--- config.mk ---
export PLATFORM = sky130hd
export DESIGN_NAME = alu_op_sequencer
export DESIGN_NICKNAME = d
export VERILOG_FILES = /design/src/rtl/alu_seq_pkg.sv /design/src/rtl/alu_cmd_fifo.sv /design/src/rtl/alu_op_sequencer.sv
export SDC_FILE = /design/constraint.sdc
export NUM_CORES = 1
export LEC_CHECK = 0
export BUFFER_PORTS_ARGS = -buffer_cell sky130_fd_sc_hd__buf_4
export CAP_MARGIN = 10
export CORE_ASPECT_RATIO = 1.2
export CORE_MARGIN = 3
export CORE_UTILIZATION = 60
export DETAILED_ROUTE_END_ITERATION = 6
export PLACE_DENSITY_LB_ADDON = 0.05
export SLEW_MARGIN = 40
export SYNTH_ARGS = -nofsm -noshare
export SYNTH_HDL_FRONTEND = slang
export SYNTH_HIERARCHICAL = 1
export SYNTH_SLANG_ARGS = --single-unit
--- constraint.sdc ---
create_clock -name clk -period 2.9 [get_ports clk]
set_clock_uncertainty 0.1 [all_clocks]
set_input_delay 0.29 -clock clk [delete_from_list [all_inputs] [get_ports clk]]
set_output_delay 0.29 -clock clk [all_outputs]
set_load 0.02 [all_outputs]
--- src/rtl/alu_seq_pkg.sv ---
// ----------------------------------------------------------------------------
// alu_seq_pkg
// Shared definitions for the ALU command sequencer: opcode values understood
// by the 4-bit ALU, sequencer FSM state encoding, the packed command layout
// stored in the command FIFO, and a divide-by-zero helper.
// ----------------------------------------------------------------------------
package alu_seq_pkg;

    localparam int CMD_W = 12;

    localparam logic [3:0] OP_ADD  = 4'd0;
    localparam logic [3:0] OP_SUB  = 4'd1;
    localparam logic [3:0] OP_MUL  = 4'd2;
    localparam logic [3:0] OP_DIV  = 4'd3;
    localparam logic [3:0] OP_SHL  = 4'd4;
    localparam logic [3:0] OP_SHR  = 4'd5;
    localparam logic [3:0] OP_ROL  = 4'd6;
    localparam logic [3:0] OP_ROR  = 4'd7;
    localparam logic [3:0] OP_AND  = 4'd8;
    localparam logic [3:0] OP_OR   = 4'd9;
    localparam logic [3:0] OP_XOR  = 4'd10;
    localparam logic [3:0] OP_NOR  = 4'd11;
    localparam logic [3:0] OP_NAND = 4'd12;
    localparam logic [3:0] OP_XNOR = 4'd13;
    localparam logic [3:0] OP_GT   = 4'd14;
    localparam logic [3:0] OP_EQ   = 4'd15;

    typedef enum logic [1:0] {
        ST_IDLE  = 2'd0,
        ST_DRIVE = 2'd1,
        ST_HOLD  = 2'd2
    } state_t;

    // FIFO word layout: {sel, b, a}
    typedef struct packed {
        logic [3:0] sel;
        logic [3:0] b;
        logic [3:0] a;
    } cmd_t;

    // A divide with a zero divisor is answered locally instead of trusting the ALU.
    function automatic logic is_divzero(input logic [3:0] sel, input logic [3:0] b);
        return (sel == OP_DIV) && (b == 4'd0);
    endfunction

endpackage

--- src/rtl/alu_cmd_fifo.sv ---
// ----------------------------------------------------------------------------
// alu_cmd_fifo
// Synchronous FIFO holding pending ALU commands. No fall-through: a word
// written into an empty FIFO becomes visible at o_dout the following cycle.
// Read data is presented combinationally from the head entry so the consumer
// can pop and use the word on the same edge.
// Ports:
//   clk, rst        clock, asynchronous active-high reset (empties the FIFO)
//   i_push, i_din   write strobe / data (ignored while full)
//   i_pop           read strobe (ignored while empty)
//   o_dout          head-of-queue word
//   o_full, o_empty status, derived from the pointers
// ----------------------------------------------------------------------------
module alu_cmd_fifo
    import alu_seq_pkg::*;
#(
    parameter int DEPTH = 4,
    parameter int W     = CMD_W
) (
    input  logic         clk,
    input  logic         rst,
    input  logic         i_push,
    input  logic [W-1:0] i_din,
    input  logic         i_pop,
    output logic [W-1:0] o_dout,
    output logic         o_full,
    output logic         o_empty
);

    localparam int AW = $clog2(DEPTH);

    logic [W-1:0] r_mem [DEPTH];
    // One extra MSB on each pointer distinguishes full from empty.
    logic [AW:0]  r_wr_ptr;
    logic [AW:0]  r_rd_ptr;
    logic         w_push;
    logic         w_pop;

    assign o_empty = (r_wr_ptr == r_rd_ptr);
    assign o_full  = (r_wr_ptr[AW] != r_rd_ptr[AW]) &&
                     (r_wr_ptr[AW-1:0] == r_rd_ptr[AW-1:0]);
    assign w_push  = i_push && !o_full;
    assign w_pop   = i_pop && !o_empty;
    assign o_dout  = r_mem[r_rd_ptr[AW-1:0]];

    always_ff @(posedge clk) begin
        if (w_push) begin
            r_mem[r_wr_ptr[AW-1:0]] <= i_din;
        end
    end

    always_ff @(posedge clk or posedge rst) begin
        if (rst) begin
            r_wr_ptr <= '0;
            r_rd_ptr <= '0;
        end else begin
            if (w_push) begin
                r_wr_ptr <= r_wr_ptr + 1'b1;
            end
            if (w_pop) begin
                r_rd_ptr <= r_rd_ptr + 1'b1;
            end
        end
    end

endmodule

--- src/rtl/alu_op_sequencer.sv ---
// ----------------------------------------------------------------------------
// alu_op_sequencer
// Command-side driver for a 4-bit combinational ALU. Commands {a,b,sel} are
// queued in a FIFO, driven one at a time onto the ALU inputs, held for
// SETTLE_CYCLES, and the captured result is returned on a valid/ready port.
// Ports:
//   clk, rst                     clock, asynchronous active-high reset
//   cmd_valid/cmd_ready          command handshake (cmd_ready = FIFO not full)
//   cmd_a, cmd_b, cmd_sel        command operands and opcode
//   alu_a, alu_b, alu_sel        registered drive to the ALU
//   alu_result, alu_carry        ALU outputs
//   rsp_valid/rsp_ready          response handshake
//   rsp_result, rsp_carry        captured result
//   rsp_sel, rsp_divzero         opcode of the response, divide-by-zero flag
//   busy                         FSM active or commands pending
//   op_count                     completed response handshakes (wraps)
// ----------------------------------------------------------------------------
module alu_op_sequencer
    import alu_seq_pkg::*;
#(
    parameter int FIFO_DEPTH    = 4,
    parameter int SETTLE_CYCLES = 1
) (
    input  logic       clk,
    input  logic       rst,
    input  logic       cmd_valid,
    output logic       cmd_ready,
    input  logic [3:0] cmd_a,
    input  logic [3:0] cmd_b,
    input  logic [3:0] cmd_sel,
    output logic [3:0] alu_a,
    output logic [3:0] alu_b,
    output logic [3:0] alu_sel,
    input  logic [7:0] alu_result,
    input  logic       alu_carry,
    output logic       rsp_valid,
    input  logic       rsp_ready,
    output logic [7:0] rsp_result,
    output logic       rsp_carry,
    output logic [3:0] rsp_sel,
    output logic       rsp_divzero,
    output logic       busy,
    output logic [7:0] op_count
);

    localparam int CNT_W = (SETTLE_CYCLES > 1) ? $clog2(SETTLE_CYCLES) : 1;

    state_t           r_state;
    logic [CNT_W-1:0] r_cnt;
    logic [3:0]       r_alu_a;
    logic [3:0]       r_alu_b;
    logic [3:0]       r_alu_sel;
    logic             r_rsp_valid;
    logic [7:0]       r_rsp_result;
    logic             r_rsp_carry;
    logic [3:0]       r_rsp_sel;
    logic             r_rsp_divzero;
    logic [7:0]       r_op_count;

    cmd_t             w_push_cmd;
    cmd_t             w_head;
    logic             w_fifo_full;
    logic             w_fifo_empty;
    logic             w_pop;

    assign w_push_cmd = '{sel: cmd_sel, b: cmd_b, a: cmd_a};
    // The FSM only takes a new command while idle; pop and load share one edge.
    assign w_pop      = (r_state == ST_IDLE) && !w_fifo_empty;

    alu_cmd_fifo #(
        .DEPTH (FIFO_DEPTH),
        .W     (CMD_W)
    ) u_fifo (
        .clk     (clk),
        .rst     (rst),
        .i_push  (cmd_valid),
        .i_din   (w_push_cmd),
        .i_pop   (w_pop),
        .o_dout  (w_head),
        .o_full  (w_fifo_full),
        .o_empty (w_fifo_empty)
    );

    always_ff @(posedge clk or posedge rst) begin
        if (rst) begin
            r_state       <= ST_IDLE;
            r_cnt         <= '0;
            r_alu_a       <= '0;
            r_alu_b       <= '0;
            r_alu_sel     <= '0;
            r_rsp_valid   <= 1'b0;
            r_rsp_result  <= '0;
            r_rsp_carry   <= 1'b0;
            r_rsp_sel     <= '0;
            r_rsp_divzero <= 1'b0;
            r_op_count    <= '0;
        end else begin
            case (r_state)
                ST_IDLE: begin
                    if (!w_fifo_empty) begin
                        r_alu_a   <= w_head.a;
                        r_alu_b   <= w_head.b;
                        r_alu_sel <= w_head.sel;
                        r_cnt     <= CNT_W'(SETTLE_CYCLES - 1);
                        r_state   <= ST_DRIVE;
                    end
                end
                ST_DRIVE: begin
                    if (r_cnt == '0) begin
                        if (is_divzero(r_alu_sel, r_alu_b)) begin
                            r_rsp_result  <= 8'hFF;
                            r_rsp_carry   <= 1'b0;
                            r_rsp_divzero <= 1'b1;
                        end else begin
                            r_rsp_result  <= alu_result;
                            r_rsp_carry   <= alu_carry;
                            r_rsp_divzero <= 1'b0;
                        end
                        r_rsp_sel   <= r_alu_sel;
                        r_rsp_valid <= 1'b1;
                        r_state     <= ST_HOLD;
                    end else begin
                        r_cnt <= r_cnt - 1'b1;
                    end
                end
                ST_HOLD: begin
                    // rsp_valid is always high here, so ready alone completes the handshake.
                    if (rsp_ready) begin
                        r_rsp_valid <= 1'b0;
                        r_op_count  <= r_op_count + 8'd1;
                        r_state     <= ST_IDLE;
                    end
                end
                default: begin
                    r_state <= ST_IDLE;
                end
            endcase
        end
    end

    assign cmd_ready   = !w_fifo_full;
    assign alu_a       = r_alu_a;
    assign alu_b       = r_alu_b;
    assign alu_sel     = r_alu_sel;
    assign rsp_valid   = r_rsp_valid;
    assign rsp_result  = r_rsp_result;
    assign rsp_carry   = r_rsp_carry;
    assign rsp_sel     = r_rsp_sel;
    assign rsp_divzero = r_rsp_divzero;
    assign op_count    = r_op_count;
    assign busy        = (r_state != ST_IDLE) || !w_fifo_empty;

endmodule
# ---- Yosys cells after proc, flatten, opt, wreduce, memory -nomap -nowiden
# Memories as Yosys holds them, arrays and structs flattened. A register that Yosys moved wholly into a read port is not among the register bits.
# Cells that the tools add are included.
dict set report word_totals {
  elab_cells 60
  mem_count 1
  output_inout_bits 37
  reg_bits 32
  ram_bits 48
  input_bits 25
}
# memory depth width read_ports rd_ports_with_merged_regs write_ports line_no
set memory_table {}
lappend memory_table {u_fifo.r_mem 4 12 1 1 1 alu_cmd_fifo.sv:32} ;# logic [W-1:0] r_mem [DEPTH];
dict set report classes {
  n_bitwise 2
  n_addsub 4
  n_mux 15
  eq_ne 9
  reduce_logical 19
}
# op n
set ops {}
lappend ops {{$add 8x1->8 const B} 1}
lappend ops {{$mux 1} 8}
lappend ops {{$mux 8} 1}
lappend ops {{$reduce_and 2->1} 4}
lappend ops {{$add 3x1->3 const B} 2}
lappend ops {{$mux 2} 3}
lappend ops {{$ne 2x2->1 const B} 3}
lappend ops {{$pmux 2 s3} 1}
lappend ops {{$reduce_and 3->1} 2}
lappend ops {{$reduce_bool 2->1} 3}
lappend ops {{$logic_and 1x1->1} 5}
lappend ops {{$eq 4x2->1 const B} 1}
lappend ops {{$logic_not 4->1} 1}
lappend ops {{$pmux 1 s2} 2}
lappend ops {{$eq 3x3->1} 1}
lappend ops {{$eq 2x1->1 const B} 1}
lappend ops {{$eq 2x2->1} 1}
lappend ops {{$eq 2x2->1 const B} 1}
lappend ops {{$logic_not 1->1} 2}
lappend ops {{$logic_not 2->1} 1}
lappend ops {{$not 1->1} 2}
lappend ops {{$logic_or 1x1->1} 1}
lappend ops {{$ne 1x1->1} 1}
lappend ops {{$sub 1x1->1 const B} 1}

# ---- Logic depth before layout (Yosys ltp)
# Gate-level depths: netlist of run 1.
dict set report depth {
  word_depth 6
  ltp_mapped 8
  depth_no_buf 6
}

# ---- Cells and area by module
# The synthesis of run 1 kept the hierarchy.
# module cells_each seq_area_each_um2 area_each_um2 n_inst
set modules_own_cells {}
lappend modules_own_cells {alu_cmd_fifo 113 1591.5 2244.7 1}
lappend modules_own_cells {alu_op_sequencer 129 925.9 1526.5 1}

# ---- Least setup slack after synthesis of run 1
# Ideal clock, no wire load.
dict set report synth_timing {
  kind {reg2reg}
  from {register u_fifo.r_rd_ptr[0]}
  to {register u_fifo.r_rd_ptr[1]}
  stages_incl_launch_ff 9
  required_time_ns 2.713
  arrival_ns 1.708
  setup_ns 0.087
  path_buffers 2
  period_less_slack_ns 1.895
  slack_ns 1.005
  path_cell_list {dfrtp_1 -> buf_6 -> xor2_2 -> nor3_1 -> nor3_4 -> buf_6 -> nand2b_1 -> o31ai_1 -> a211oi_2}
}
dict set report synth_via {
  elab_chain_cells 4
  elab_cells_between_ends 5
  cone_classes {add/sub: 1; eq/ne: 1; reduce/logical: 3}
}
# element line_no
set synth_lines {}
lappend synth_lines {{start, declared} alu_cmd_fifo.sv:35} ;# logic [AW:0] r_rd_ptr;
lappend synth_lines {{start signal, assigned} alu_cmd_fifo.sv:61} ;# r_rd_ptr <= r_rd_ptr + 1'b1;
lappend synth_lines {{$eq 3x3->1} alu_cmd_fifo.sv:39} ;# assign o_empty = (r_wr_ptr == r_rd_ptr);
lappend synth_lines {{net w_fifo_empty} alu_op_sequencer.sv:63} ;# logic w_fifo_empty;
lappend synth_lines {{$logic_not 1->1} alu_op_sequencer.sv:68} ;# assign w_pop = (r_state == ST_IDLE) && !w_fifo_empty;
lappend synth_lines {{$logic_and 1x1->1} alu_op_sequencer.sv:68}
lappend synth_lines {{net w_pop} alu_op_sequencer.sv:64} ;# logic w_pop;
lappend synth_lines {{$logic_and 1x1->1} alu_cmd_fifo.sv:43} ;# assign w_pop = i_pop && !o_empty;
# The timed path passes the listed nets, and every way through them passes these cells.
# A chain may end at the register's enable or synchronous reset.

# ---- Final worst setup path of run 1
dict set report layout_timing {
  from {register u_fifo.r_wr_ptr[0]}
  to {output busy}
}
dict set report layout_via {
  elab_chain_cells 3
}
# element line_no
set layout_lines {}
lappend layout_lines {{start, declared} alu_cmd_fifo.sv:34} ;# logic [AW:0] r_wr_ptr;
lappend layout_lines {{start signal, assigned} alu_cmd_fifo.sv:58} ;# r_wr_ptr <= r_wr_ptr + 1'b1;
lappend layout_lines {{$eq 3x3->1} alu_cmd_fifo.sv:39}
lappend layout_lines {{net w_fifo_empty} alu_op_sequencer.sv:63}
lappend layout_lines {{$logic_not 1->1} alu_op_sequencer.sv:151} ;# assign busy = (r_state != ST_IDLE) || !w_fifo_empty;
lappend layout_lines {{$logic_or 1x1->1} alu_op_sequencer.sv:151}
lappend layout_lines {{end, declared} alu_op_sequencer.sv:42} ;# output logic busy,
# The timed path passes the listed nets, and every way through them passes these cells.

==> impl_summary.txt, run 1 <==
----------------------------------------------------
[Logic synthesis]
  Flops & latches, synth ... 91
  Sequential-to-total area share from yosys stat ... 0.668
  Gate count of the mapped netlist ... 242
  Share of Yosys cell area claimed by the top area cell type ... 0.382
  Largest area contributor in the netlist ... sky130_fd_sc_hd__edfxtp_1
  Avg Cell Area, Syn ... 15.6 um^2
  Post-synth design cell area ... 0.00377 mm^2
  Number of distinct library cells after synthesis ... 37
  Count of synthesis-stage warnings from yosys ... 6
  Most area-consuming cells after synthesis ... sky130_fd_sc_hd__edfxtp_1, sky130_fd_sc_hd__dfrtp_1, sky130_fd_sc_hd__mux4_2, sky130_fd_sc_hd__mux2_2, sky130_fd_sc_hd__ha_1
  Post-Syn Nets ... 273

[CTS]
  Buffers inserted by post-CTS timing repair ... 0
  Buffer type at the clock tree root ... sky130_fd_sc_hd__clkbuf_8
  Maximum count of clock buffers along a single path ... 2
  CTS H-tree depth ... 3
  Clock buffer count from CTS ... 9
  Clock net sink count ... 91
  Clock network latency to the later pin of the worst-skew pair ... 0.35 ns
  Worst-path clk slew ... 0.09 ns
  CTS tree ... built

[Critical path]
  Endpoint class of the critical path ... primary output
  Maximum net fanout on the critical path ... 6
  Worst EP arrival ... 1.86 ns
  Depth of the most critical reg-to-reg path ... 4
  Reg2Reg Launch Point ... u_fifo/r_wr_ptr[1]
  CP Launch Type ... flip-flop
  Crit path kind ... reg -> out
  Startpoint of the most critical setup path ... u_fifo/r_wr_ptr[0]
  Worst endpoint required time ... 2.51 ns

[Power and ir drop]
  IR drop worst, VDD ... 0.582 mV
  Power density normalized to cell area ... 1120 mW/mm^2
  Sequential share of power ... 0.417
  Sw Share ... 0.370
  Part of the total power dissipated in the clock network ... 0.163
  Gate power share ... 0.420
  Net Switching ... 1.87 mW
  Internal power consumption ... 3.18 mW
  Static leakage power ... 1.87 nW

[Timing]
  Hold Vio Cnt, Final ... 0
  Max Fclk ... 0.444 GHz
  Final critical delay including setup and external delays ... 2.25 ns
  Worst Max-Slew Pin Slew ... 0.724 ns
  Share of the cycle needed by the critical path after routing ... 0.777
  Max-slew violation total from the final report ... 0
  Unrepaired setup endpoints after global routing ... false
  Total of endpoints with negative setup slack in the final report ... 0
  Worst slew margin relative to its limit ... 0.516
  Total Negative Setup Slacks ... 0 ns

[Flow run]
  Count of max-cap constraint violations ... 0

[Finish]
  Final net count ... 341
  Fraction of layout instances using a drive strength above 1 ... 0.371
  Area overhead of the layout relative to synthesis ... 19.1%
  Commonest cells after routing, fill and taps aside ... sky130_fd_sc_hd__buf_4, sky130_fd_sc_hd__edfxtp_1, sky130_fd_sc_hd__dfrtp_1
  Most common library cell in the layout ignoring fill and taps ... sky130_fd_sc_hd__buf_4
  Fin area ... 0.00449 mm^2
  Area taken by flip-flops and latches ... 0.00252 mm^2
  Total of fill cells in the finished design ... 403
  Area of the multi-input gates ... 0.00116 mm^2
  Ant diodes ... 0

[Placed design]
  Area after detailed placement ... 0.00429 mm^2
  Total half-perimeter wirelength after legalization and detailed placement ... 4370 um
  PortBufs ... 61
  Weighted congestion reported at the end of routability-driven placement ... 0.868

[Detailed routing]
  Total length of routed wires ... 6410 um
  Number of nets still failing antenna checks after routing ... 0
  Via count ... 2111
  DRC viols ... 0
  Count of routing violations after the opening detailed-route iteration ... 59
  Routed wire length per instance ... 16.2 um
  Post-detailed-route via-to-cell ratio ... 5.32
  Number of iterations in the first detailed-routing pass ... 4

[Floorplanning]
  Vertical extent of the die ... 92.8 um
  Die Area ... 0.00728 mm^2
  Row cnt ... 31
  Top-Level Pins ... 62
  Width of the chip ... 78.4 um
  Initial standard-cell utilization of the core ... 0.623
  Area of the core ... 0.00605 mm^2

[Global routing]
  Maximum number of pins on one net before global-route repair ... 30
  Wire length of the first global-routing pass ... 10800 um
  Number of antenna violations at the first check in global routing ... 0
  Total overflow reported by the global router ... 0
  Tot GR Track Use ... 0.200
  Vias in the first global route ... 2222

[Run status]
  Result of the run ... finished clean

[Hold path]
  Start point of the worst min-delay path ... cmd_a[2]
  Number of cells on the worst hold path ... 1
  Worst Hold Class ... in -> reg

----------------------------------------------------
stage by stage:
step	power [mW]	worst slack, ns	cells	hold WS, ns	utilization
global placement	4.23	0.790	380	0.146	0.709
global route	5.41	0.548	397	0.0188	0.743
detailed placement	4.28	0.750	380	0.153	0.709
finish	5.05	0.648	397	0.0364	0.743
floorplan	3.64	1.00	242	-0.0190	-
CTS	5.11	0.651	397	0.0258	0.743
final cells by class:
| cell class | instances | share of cell area |
|---|---|---|
| sequential | 91 | 0.560 |
| tap | 82 | 0.0228 |
| inverter | 7 | 0.00585 |
| clock inverter | 6 | 0.0145 |
| multi-input combinational | 135 | 0.257 |
| timing repair buffer | 66 | 0.111 |
| clock buffer | 10 | 0.0284 |
worst paths after layout:
kind / to / slack, ns
max: busy / 0.65
min: u_fifo/r_mem[1][2] / 0.04
max reg2reg: alu_sel[2] / 0.71
min reg2reg: op_count[7] / 0.38
max in group asynchronous: alu_b[3] / 1.65
min in group asynchronous: u_fifo/r_wr_ptr[1] / 0.33
state kept, by name (all words and copies together), names as in the netlist:
register	cells
rsp_result	8
alu_a	4
u_fifo/r_mem	48
u_fifo/r_rd_ptr	3
rsp_valid	1
alu_sel	4
rsp_carry	1
rsp_divzero	1
u_fifo/r_wr_ptr	3
rsp_sel	4
op_count	8
alu_b	4
r_state	2
kinds of logic after synthesis:
group	synth area share
fa+ha+maj	0.0199
compound gates	0.0428
xor+xnor	0.0431
flops	0.668
buf+inv	0.0259
simple gates	0.0902
mux	0.110
cell usage after synthesis:
cell type	instances
sky130_fd_sc_hd__a211oi_2	2
sky130_fd_sc_hd__a21o_2	1
sky130_fd_sc_hd__a21oi_1	12
sky130_fd_sc_hd__a31o_1	1
sky130_fd_sc_hd__a31oi_1	1
sky130_fd_sc_hd__a31oi_2	1
sky130_fd_sc_hd__and2_1	2
sky130_fd_sc_hd__and2b_1	1
sky130_fd_sc_hd__and3_1	4
sky130_fd_sc_hd__and4b_1	1
sky130_fd_sc_hd__buf_2	3
sky130_fd_sc_hd__buf_4	3
sky130_fd_sc_hd__buf_6	3
sky130_fd_sc_hd__dfrtp_1	43
sky130_fd_sc_hd__edfxtp_1	48
sky130_fd_sc_hd__ha_1	6
sky130_fd_sc_hd__inv_1	7
sky130_fd_sc_hd__mux2_2	13
sky130_fd_sc_hd__mux4_2	12
sky130_fd_sc_hd__nand2_1	18
sky130_fd_sc_hd__nand2b_1	4
sky130_fd_sc_hd__nand3_1	4
sky130_fd_sc_hd__nand3_2	1
sky130_fd_sc_hd__nand3b_4	1
sky130_fd_sc_hd__nand4_1	1
sky130_fd_sc_hd__nand4_2	1
sky130_fd_sc_hd__nor2_1	20
sky130_fd_sc_hd__nor3_1	4
sky130_fd_sc_hd__nor3_4	1
sky130_fd_sc_hd__nor4_2	1
sky130_fd_sc_hd__o21ai_0	1
sky130_fd_sc_hd__o21ai_1	1
sky130_fd_sc_hd__o31ai_1	4
sky130_fd_sc_hd__xnor2_1	7
sky130_fd_sc_hd__xnor2_2	1
sky130_fd_sc_hd__xor2_1	6
sky130_fd_sc_hd__xor2_2	2
power by group through the flow:
stage	logic, mW	clock network, mW	registers [mW]
5_1_grt	2.34	0.898	2.17
2_1_floorplan	1.33	0	2.31
6_report	2.12	0.822	2.11
3_5_place_dp	2.14	0	2.15
3_3_place_gp	2.10	0	2.13
4_1_cts	2.15	0.841	2.12
critical path: stages (launching register included):
cell and delay [ns]:
sky130_fd_sc_hd__dfrtp_1 0.49, sky130_fd_sc_hd__xor2_2 0.22, sky130_fd_sc_hd__nor3_1 0.48, sky130_fd_sc_hd__nand2_1 0.13
sky130_fd_sc_hd__buf_4 0.19
routing by layer:
layer | GRT usage | wire, um | vias up
met5 | 0 | 0 | -
met4 | 0.0918 | 135 | 0
met3 | 0.0496 | 332 | 9
met2 | 0.339 | 3250 | 64
met1 | 0.242 | 2690 | 1024
li1 | - | - | 1014
repair_timing:
item,CTS,global route
hold buffers,1,0
endpoints found under the hold margin,14,0
gates resized for setup,0,0
No activity file was read; power rests on OpenSTA's default activity.
==> inputs of run 2 (changes only) <==
--- a/config.mk
+++ b/config.mk
@@ -9,7 +9,7 @@
 export CAP_MARGIN = 10
 export CORE_ASPECT_RATIO = 1.2
 export CORE_MARGIN = 3
-export CORE_UTILIZATION = 60
+export CORE_UTILIZATION = 50
 export DETAILED_ROUTE_END_ITERATION = 6
 export PLACE_DENSITY_LB_ADDON = 0.05
 export SLEW_MARGIN = 40
==> constraint.sdc (replaced) <==
create_clock -name clk -period 2.02 [get_ports clk]
set_clock_uncertainty 0.1 [all_clocks]
set_input_delay 0.202 -clock clk [delete_from_list [all_inputs] [get_ports clk]]
set_output_delay 0.202 -clock clk [all_outputs]
set_load 0.02 [all_outputs]
==> run 2 against run 1 <==
Compared with the run above:
- setup slack lost 0.56 ns
- final cell count grew 7.6%
- sequential power grew 43%
- global-route usage shrank 2.7 points
- sequential share of layout area shrank 2.5 points
- non-clock buffer count grew 22
- total power grew 46%
- design area grew 4.7%
- clock power grew 33%
- die area grew 19%
- wire length grew 4.9%
- first-iteration DRC count shrank 10%
- critical path type unchanged
- largest power group unchanged
==> impl_summary.txt, run 2 (synthesized netlist as in run 1, its figures left out) <==
----------------------------------------------------
[Run status]
  Result of the run ... finished clean

[Timing]
  Hold Vio Cnt, Final ... 0 (unchanged)
  Final critical delay including setup and external delays ... 1.93 ns
  Worst Max-Slew Pin Slew ... 0.703 ns (-0.0216 ns)
  Max Fclk ... 0.519 GHz
  Worst path setup slack after routing ... 0.0922 ns (-0.555 ns)
  Worst-case hold slack ... 0.0233 ns (-0.0131 ns)
  Total Negative Setup Slacks ... 0 ns (unchanged)
  Max-slew violation total from the final report ... 0 (unchanged)
  Share of the cycle needed by the critical path after routing ... 0.954
  Unrepaired setup endpoints after global routing ... false
  Total of endpoints with negative setup slack in the final report ... 0 (unchanged)
  Worst slew margin relative to its limit ... 0.531 (+0.0159)

[Finish]
  Commonest cells after routing, fill and taps aside ... sky130_fd_sc_hd__buf_4, sky130_fd_sc_hd__edfxtp_1, sky130_fd_sc_hd__dfrtp_1
  Fin area ... 0.00470 mm^2 (+4.7%)
  Area overhead of the layout relative to synthesis ... 24.7%
  Most common library cell in the layout ignoring fill and taps ... sky130_fd_sc_hd__buf_4
  Fraction of layout instances using a drive strength above 1 ... 0.374 (+0.00246)
  Final net count ... 363 (+6.5%)
  Total of fill cells in the finished design ... 566 (+40%)
  Number of cells in the finished layout apart from fillers ... 427 (+7.6%)
  Ant diodes ... 0 (unchanged)
  Share of the core filled with cells in the final layout ... 0.646 (-0.0962)
  Max FFs per register ... 48 (unchanged)

[Critical path]
  Worst endpoint required time ... 1.72 ns (-0.79 ns)
  Crit path kind ... reg -> out
  Worst EP arrival ... 1.63 ns (-0.23 ns)
  CP Launch Type ... flip-flop
  Endpoint class of the critical path ... primary output
  Reg2Reg Launch Point ... u_fifo/r_wr_ptr[1]
  Startpoint of the most critical setup path ... u_fifo/r_wr_ptr[1]
  Maximum net fanout on the critical path ... 7 (+1)

[CTS]
  Clock buffer count from CTS ... 9 (unchanged)
  CTS tree ... built
  Buffers inserted by post-CTS timing repair ... 0 (unchanged)
  Maximum count of clock buffers along a single path ... 2 (unchanged)
  Clock net sink count ... 91 (unchanged)
  Buffer type at the clock tree root ... sky130_fd_sc_hd__clkbuf_8
  Worst-path clk slew ... 0.09 ns (about the same)
  Clock network latency to the later pin of the worst-skew pair ... 0.34 ns (about the same)
  CTS H-tree depth ... 3 (unchanged)

[Detailed routing]
  Via count ... 2213 (+4.8%)
  DRC viols ... 0 (unchanged)
  Post-detailed-route via-to-cell ratio ... 5.18 (-2.5%)
  Number of nets still failing antenna checks after routing ... 0 (unchanged)
  Number of iterations in the first detailed-routing pass ... 4 (unchanged)
  Count of routing violations after the opening detailed-route iteration ... 53 (-10%)
  Routed wire length per instance ... 15.7 um (-2.5%)
  Total length of routed wires ... 6720 um (+4.9%)

[Placed design]
  Area after detailed placement ... 0.00437 mm^2 (+1.9%)
  Inst Count DP ... 396 (+4.2%)
  Total half-perimeter wirelength after legalization and detailed placement ... 4490 um (+2.7%)
  Weighted congestion reported at the end of routability-driven placement ... 0.776 (-11%)
  Worst-case setup slack after placement ... 0.120 ns (-0.630 ns)
  PortBufs ... 61 (unchanged)

[Floorplanning]
  Initial standard-cell utilization of the core ... 0.518 (-0.105)
  Die Area ... 0.00862 mm^2 (+19%)
  Top-Level Pins ... 62 (unchanged)
  Vertical extent of the die ... 101 um (+8.9%)
  Row cnt ... 34 (+9.7%)
  Area of the core ... 0.00727 mm^2 (+20%)
  Width of the chip ... 85.3 um (+8.8%)

[Power and ir drop]
  Power density normalized to cell area ... 1570 mW/mm^2 (+40%)
  Static leakage power ... 1.95 nW (+4.6%)
  Design Power ... 7.40 mW (+46%)
  IR drop worst, VDD ... 0.730 mV (+25%)

[Global routing]
  Tot GR Track Use ... 0.173 (-0.0270)
  Maximum number of pins on one net before global-route repair ... 38 (+27%)
  Number of antenna violations at the first check in global routing ... 0 (unchanged)
  Vias in the first global route ... 2302 (+3.6%)
  Wire length of the first global-routing pass ... 11400 um (+5.3%)
  Total overflow reported by the global router ... 0 (unchanged)

[Flow run]
  Count of max-cap constraint violations ... 0 (unchanged)

[Hold path]
  Worst Hold Class ... in -> reg
  Start point of the worst min-delay path ... alu_result[2]

----------------------------------------------------
[run 2: cell types whose count changed in the layout (fill, tap and decap cells not counted), sizes merged]
cell         before  now
buf              65   73
bufinv            1    0
clkbuf           10   11
clkinv            3    1
clkinvlp          1    3
dlygate4sd3       1   15
[run 2: report_power, final]
group | internal (mW) | total, mW | switching, mW
Clock | 0.483 | 1.09 | 0.608
Combinational | 1.61 | 3.29 | 1.68
Sequential | 2.58 | 3.02 | 0.438
[run 2: path summary, 6_finish.rpt]
check                                     end  slack (ns)  depth (start not counted)
setup / recovery                         busy        0.09                          5
hold / removal                  rsp_result[2]        0.02                          3
setup reg to reg                   alu_sel[3]        0.09                          6
hold reg to reg                   op_count[7]        0.37                          1
max in group asynchronous          alu_sel[3]        1.05                          4
min in group asynchronous  u_fifo/r_rd_ptr[2]        0.24                          3
[run 2: critical path, stage by stage, from the launching register on]
cell,delay (ns)
sky130_fd_sc_hd__dfrtp_1,0.49
sky130_fd_sc_hd__xor2_1,0.21
sky130_fd_sc_hd__nor3_1,0.20
sky130_fd_sc_hd__buf_4,0.16
sky130_fd_sc_hd__nand2_1,0.06
sky130_fd_sc_hd__buf_4,0.16
[run 2: layout make-up]
cell class                 count  area [um^2]  share of cell area
tap                           90          113              0.0239
multi-input combinational    135         1160               0.246
timing repair buffer          88          711               0.151
clock buffer                  11          141              0.0301
inverter                       7         26.3             0.00559
sequential                    91         2520               0.536
clock inverter                 5         36.3             0.00772
[run 2: what timing repair did]
item / 4_1_cts / 5_1_grt
hold endpoints to repair: 93 / 0
hold buffers: 15 / 0
resized for setup: 0 / 1
setup endpoints to repair: 0 / 1
[run 2: metal layers]
metal | wire [um] | vias up | global-route usage | share of wire
met5 | 0 | - | 0 | 0
met4 | 109 | 0 | 0.0743 | 0.016
met3 | 347 | 9 | 0.0382 | 0.052
met2 | 3480 | 51 | 0.294 | 0.52
met1 | 2790 | 1097 | 0.215 | 0.42
li1 | - | 1056 | - | -
==> inputs of run 3 (changes only) <==
--- a/config.mk
+++ b/config.mk
@@ -9,9 +9,9 @@
 export CAP_MARGIN = 10
 export CORE_ASPECT_RATIO = 1.2
 export CORE_MARGIN = 3
-export CORE_UTILIZATION = 50
+export CORE_UTILIZATION = 40
 export DETAILED_ROUTE_END_ITERATION = 6
-export PLACE_DENSITY_LB_ADDON = 0.05
+export PLACE_DENSITY = 0.73
 export SLEW_MARGIN = 40
 export SYNTH_ARGS = -nofsm -noshare
 export SYNTH_HDL_FRONTEND = slang
==> run 3 against run 2 <==
Compared with the run above:
- wire length up 3.3%
- combinational power grew 2%
- final cell count up 7.0%
- non-clock buffer count is the same
- first-iteration DRC count rose by 140%
- count of clock-buffer cells in the layout fell by 1
- largest power group unchanged
- global-route usage down 3.2 points
- register-to-register slack improved by 0.05 ns
- setup slack better by 0.029 ns
- critical endpoint unchanged
- critical path depth did not move
- utilization down 12 points
- critical path type unchanged
==> impl_summary.txt, run 3 (synthesized netlist as in run 1, its figures left out) <==
----------------------------------------------------
[Global routing]
  Vias in the first global route ... 2281 (-0.91%)
  Number of antenna violations at the first check in global routing ... 0 (unchanged)
  Tot GR Track Use ... 0.141 (-0.0319)
  Maximum number of pins on one net before global-route repair ... 30 (-21%)
  Met3 track demand over resource ... 0.0288 (-0.00942)
  GR Layer Usage met2 ... 0.227 (-0.0671)
  Total overflow reported by the global router ... 0 (unchanged)
  Most utilized layer in the global route result ... met2
  Wire length of the first global-routing pass ... 11200 um (-1.3%)
  M1 GR Usage ... 0.177 (-0.0380)

[Critical path]
  Endpoint class of the critical path ... primary output
  CP Cell Sequence ... xor2_2 > nor3_2 > buf_4 > nand2_1 > buf_4
  Max incr delay on CP ... 0.46 ns (-0.03 ns)
  Maximum net fanout on the critical path ... 5 (-2)
  Crit path buf inv count ... 2 (unchanged)
  Worst EP arrival ... 1.60 ns (-0.03 ns)
  Stages on the worst setup path ... 5 (unchanged)
  Crit path top cell by count ... sky130_fd_sc_hd__buf_4
  Depth of the most critical reg-to-reg path ... 3 (-3)
  Crit path kind ... reg -> out
  CP Launch Type ... flip-flop
  Family with the most delay on the worst path ... flip-flops
  Max stage delay cell, worst path ... sky130_fd_sc_hd__dfrtp_2
  Worst endpoint required time ... 1.72 ns (about the same)

[Placed design]
  Worst-case setup slack after placement ... 0.133 ns (+0.0122 ns)
  PortBufs ... 61 (unchanged)
  Total half-perimeter wirelength after legalization and detailed placement ... 4890 um (+8.9%)
  Weighted congestion reported at the end of routability-driven placement ... 0.857 (+10%)

[Timing]
  Worst Max-Slew Pin Slew ... 0.688 ns (-0.0151 ns)
  Final critical delay including setup and external delays ... 1.90 ns (-0.0286 ns)
  Share of the cycle needed by the critical path after routing ... 0.940 (-0.0142)
  Total of endpoints with negative setup slack in the final report ... 0 (unchanged)
  Unrepaired setup endpoints after global routing ... false
  Worst slew margin relative to its limit ... 0.542 (+0.0101)
  Max-slew violation total from the final report ... 0 (unchanged)
  Max Fclk ... 0.527 GHz (+1.5%)
  Hold Vio Cnt, Final ... 0 (unchanged)
  Worst path setup slack after routing ... 0.121 ns (+0.0286 ns)
  Total Negative Setup Slacks ... 0 ns (unchanged)

[CTS]
  Clock net sink count ... 91 (unchanged)
  Clock network latency to the later pin of the worst-skew pair ... 0.35 ns (about the same)
  CTS tree ... built
  Clock buffer count from CTS ... 9 (unchanged)
  Maximum count of clock buffers along a single path ... 2 (unchanged)
  CTS H-tree depth ... 3 (unchanged)
  Buffer type at the clock tree root ... sky130_fd_sc_hd__clkbuf_8
  Worst-path clk slew ... 0.09 ns (about the same)

[Power and ir drop]
  Design Power ... 7.53 mW (+1.9%)
  Power density normalized to cell area ... 1580 mW/mm^2 (+0.50%)
  Static leakage power ... 1.97 nW (+1.1%)
  IR drop worst, VDD ... 0.674 mV (-7.7%)

[Finish]
  Area overhead of the layout relative to synthesis ... 26.4%
  Max FFs per register ... 48 (unchanged)
  Ant diodes ... 0 (unchanged)
  Commonest cells after routing, fill and taps aside ... sky130_fd_sc_hd__buf_4, sky130_fd_sc_hd__edfxtp_1, sky130_fd_sc_hd__dfrtp_1
  Most common library cell in the layout ignoring fill and taps ... sky130_fd_sc_hd__buf_4
  Total of fill cells in the finished design ... 746 (+32%)
  Fraction of layout instances using a drive strength above 1 ... 0.377 (+0.00297)
  Final net count ... 363 (unchanged)

[Flow run]
  Count of max-cap constraint violations ... 0 (unchanged)

[Detailed routing]
  Via count ... 2231 (+0.81%)
  Total length of routed wires ... 6950 um (+3.3%)
  Routed wire length per instance ... 15.2 um (-3.5%)
  DRC viols ... 0 (unchanged)
  Number of iterations in the first detailed-routing pass ... 4 (unchanged)
  Count of routing violations after the opening detailed-route iteration ... 125 (+140%)
  Post-detailed-route via-to-cell ratio ... 4.88 (-5.8%)
  Number of nets still failing antenna checks after routing ... 0 (unchanged)

[Hold path]
  Number of cells on the worst hold path ... 3 (unchanged)
  Worst Hold Class ... in -> reg

[Floorplanning]
  Width of the chip ... 94.6 um (+11%)
  Die Area ... 0.0106 mm^2 (+23%)
  Row cnt ... 38 (+12%)
  Initial standard-cell utilization of the core ... 0.413 (-0.105)
  Top-Level Pins ... 62 (unchanged)
  Vertical extent of the die ... 112 um (+11%)
  Area of the core ... 0.00913 mm^2 (+25%)

[Run status]
  Result of the run ... finished clean

----------------------------------------------------
[run 3: cell count changes in the layout (fill, tap and decap cells not counted), sizes merged]
cell / previous run / this run
bufinv: 0 / 1
clkbuf: 11 / 10
clkinv: 1 / 5
clkinvlp: 3 / 0
inv: 8 / 7
[run 3: worst reg2reg max path, delay by kind of cell (launching register included)]
kind                      cells  cell delay (ns)
xor gates and xnor gates      1             0.22
DFF                           1             0.44
and+or+nand+nor               2             0.75
[run 3: metrics by stage]
step / hold WS [ns] / area [um^2] / utilization / cells
6_report: 0.0313 / 4770 / 0.522 / 457
5_1_grt: 0.0387 / 4770 / 0.522 / 457
4_1_cts: 0.0179 / 4760 / 0.521 / 457
3_5_place_dp: 0.0551 / 4420 / 0.485 / 426
3_3_place_gp: 0.0566 / 4420 / 0.485 / 426
2_1_floorplan: -0.107 / 3770 / - / 242
[run 3: report_power, final]
| part | leakage, nW | switching, mW | internal [mW] | total [mW] |
|---|---|---|---|---|
| sequential | 0.953 | 0.436 | 2.58 | 3.02 |
| clock | 0.0974 | 0.592 | 0.564 | 1.16 |
| combinational | 0.923 | 1.73 | 1.63 | 3.36 |
[run 3: cell type report]
cell class / instances / area [um^2] / area share
clock buffers: 10 / 128 / 0.0268
flip-flops and latches: 91 / 2520 / 0.529
well taps: 120 / 150 / 0.0315
repair buffers: 88 / 723 / 0.152
multi-input cells: 135 / 1160 / 0.244
inverters: 7 / 26.3 / 0.00551
clock inverters: 6 / 57.6 / 0.0121
[run 3: path summary, 6_finish.rpt]
path / start / endpoint / slack [ns]
min: alu_result[2] / rsp_result[2] / 0.03
max reg2reg: u_fifo/r_rd_ptr[2] / u_fifo/r_mem[0][10] / 0.14
max in group asynchronous: rst / alu_sel[1] / 1.00
min in group asynchronous: rst / u_fifo/r_rd_ptr[2] / 0.24
max: u_fifo/r_rd_ptr[0] / busy / 0.12
min reg2reg: op_count[7] / op_count[7] / 0.38
[run 3: what timing repair did]
action | in CTS | in global routing
endpoints found under the hold margin | 64 | 0
buffers inserted | 0 | 0
resized for setup | 0 | 3
hold buffers | 15 | 0
setup endpoints to repair | 0 | 1
[run 3: metal layers]
metal | share of wire | wire, um
met5 | 0 | 0
met4 | 0.034 | 237
met3 | 0.050 | 344
met2 | 0.49 | 3420
met1 | 0.42 | 2940
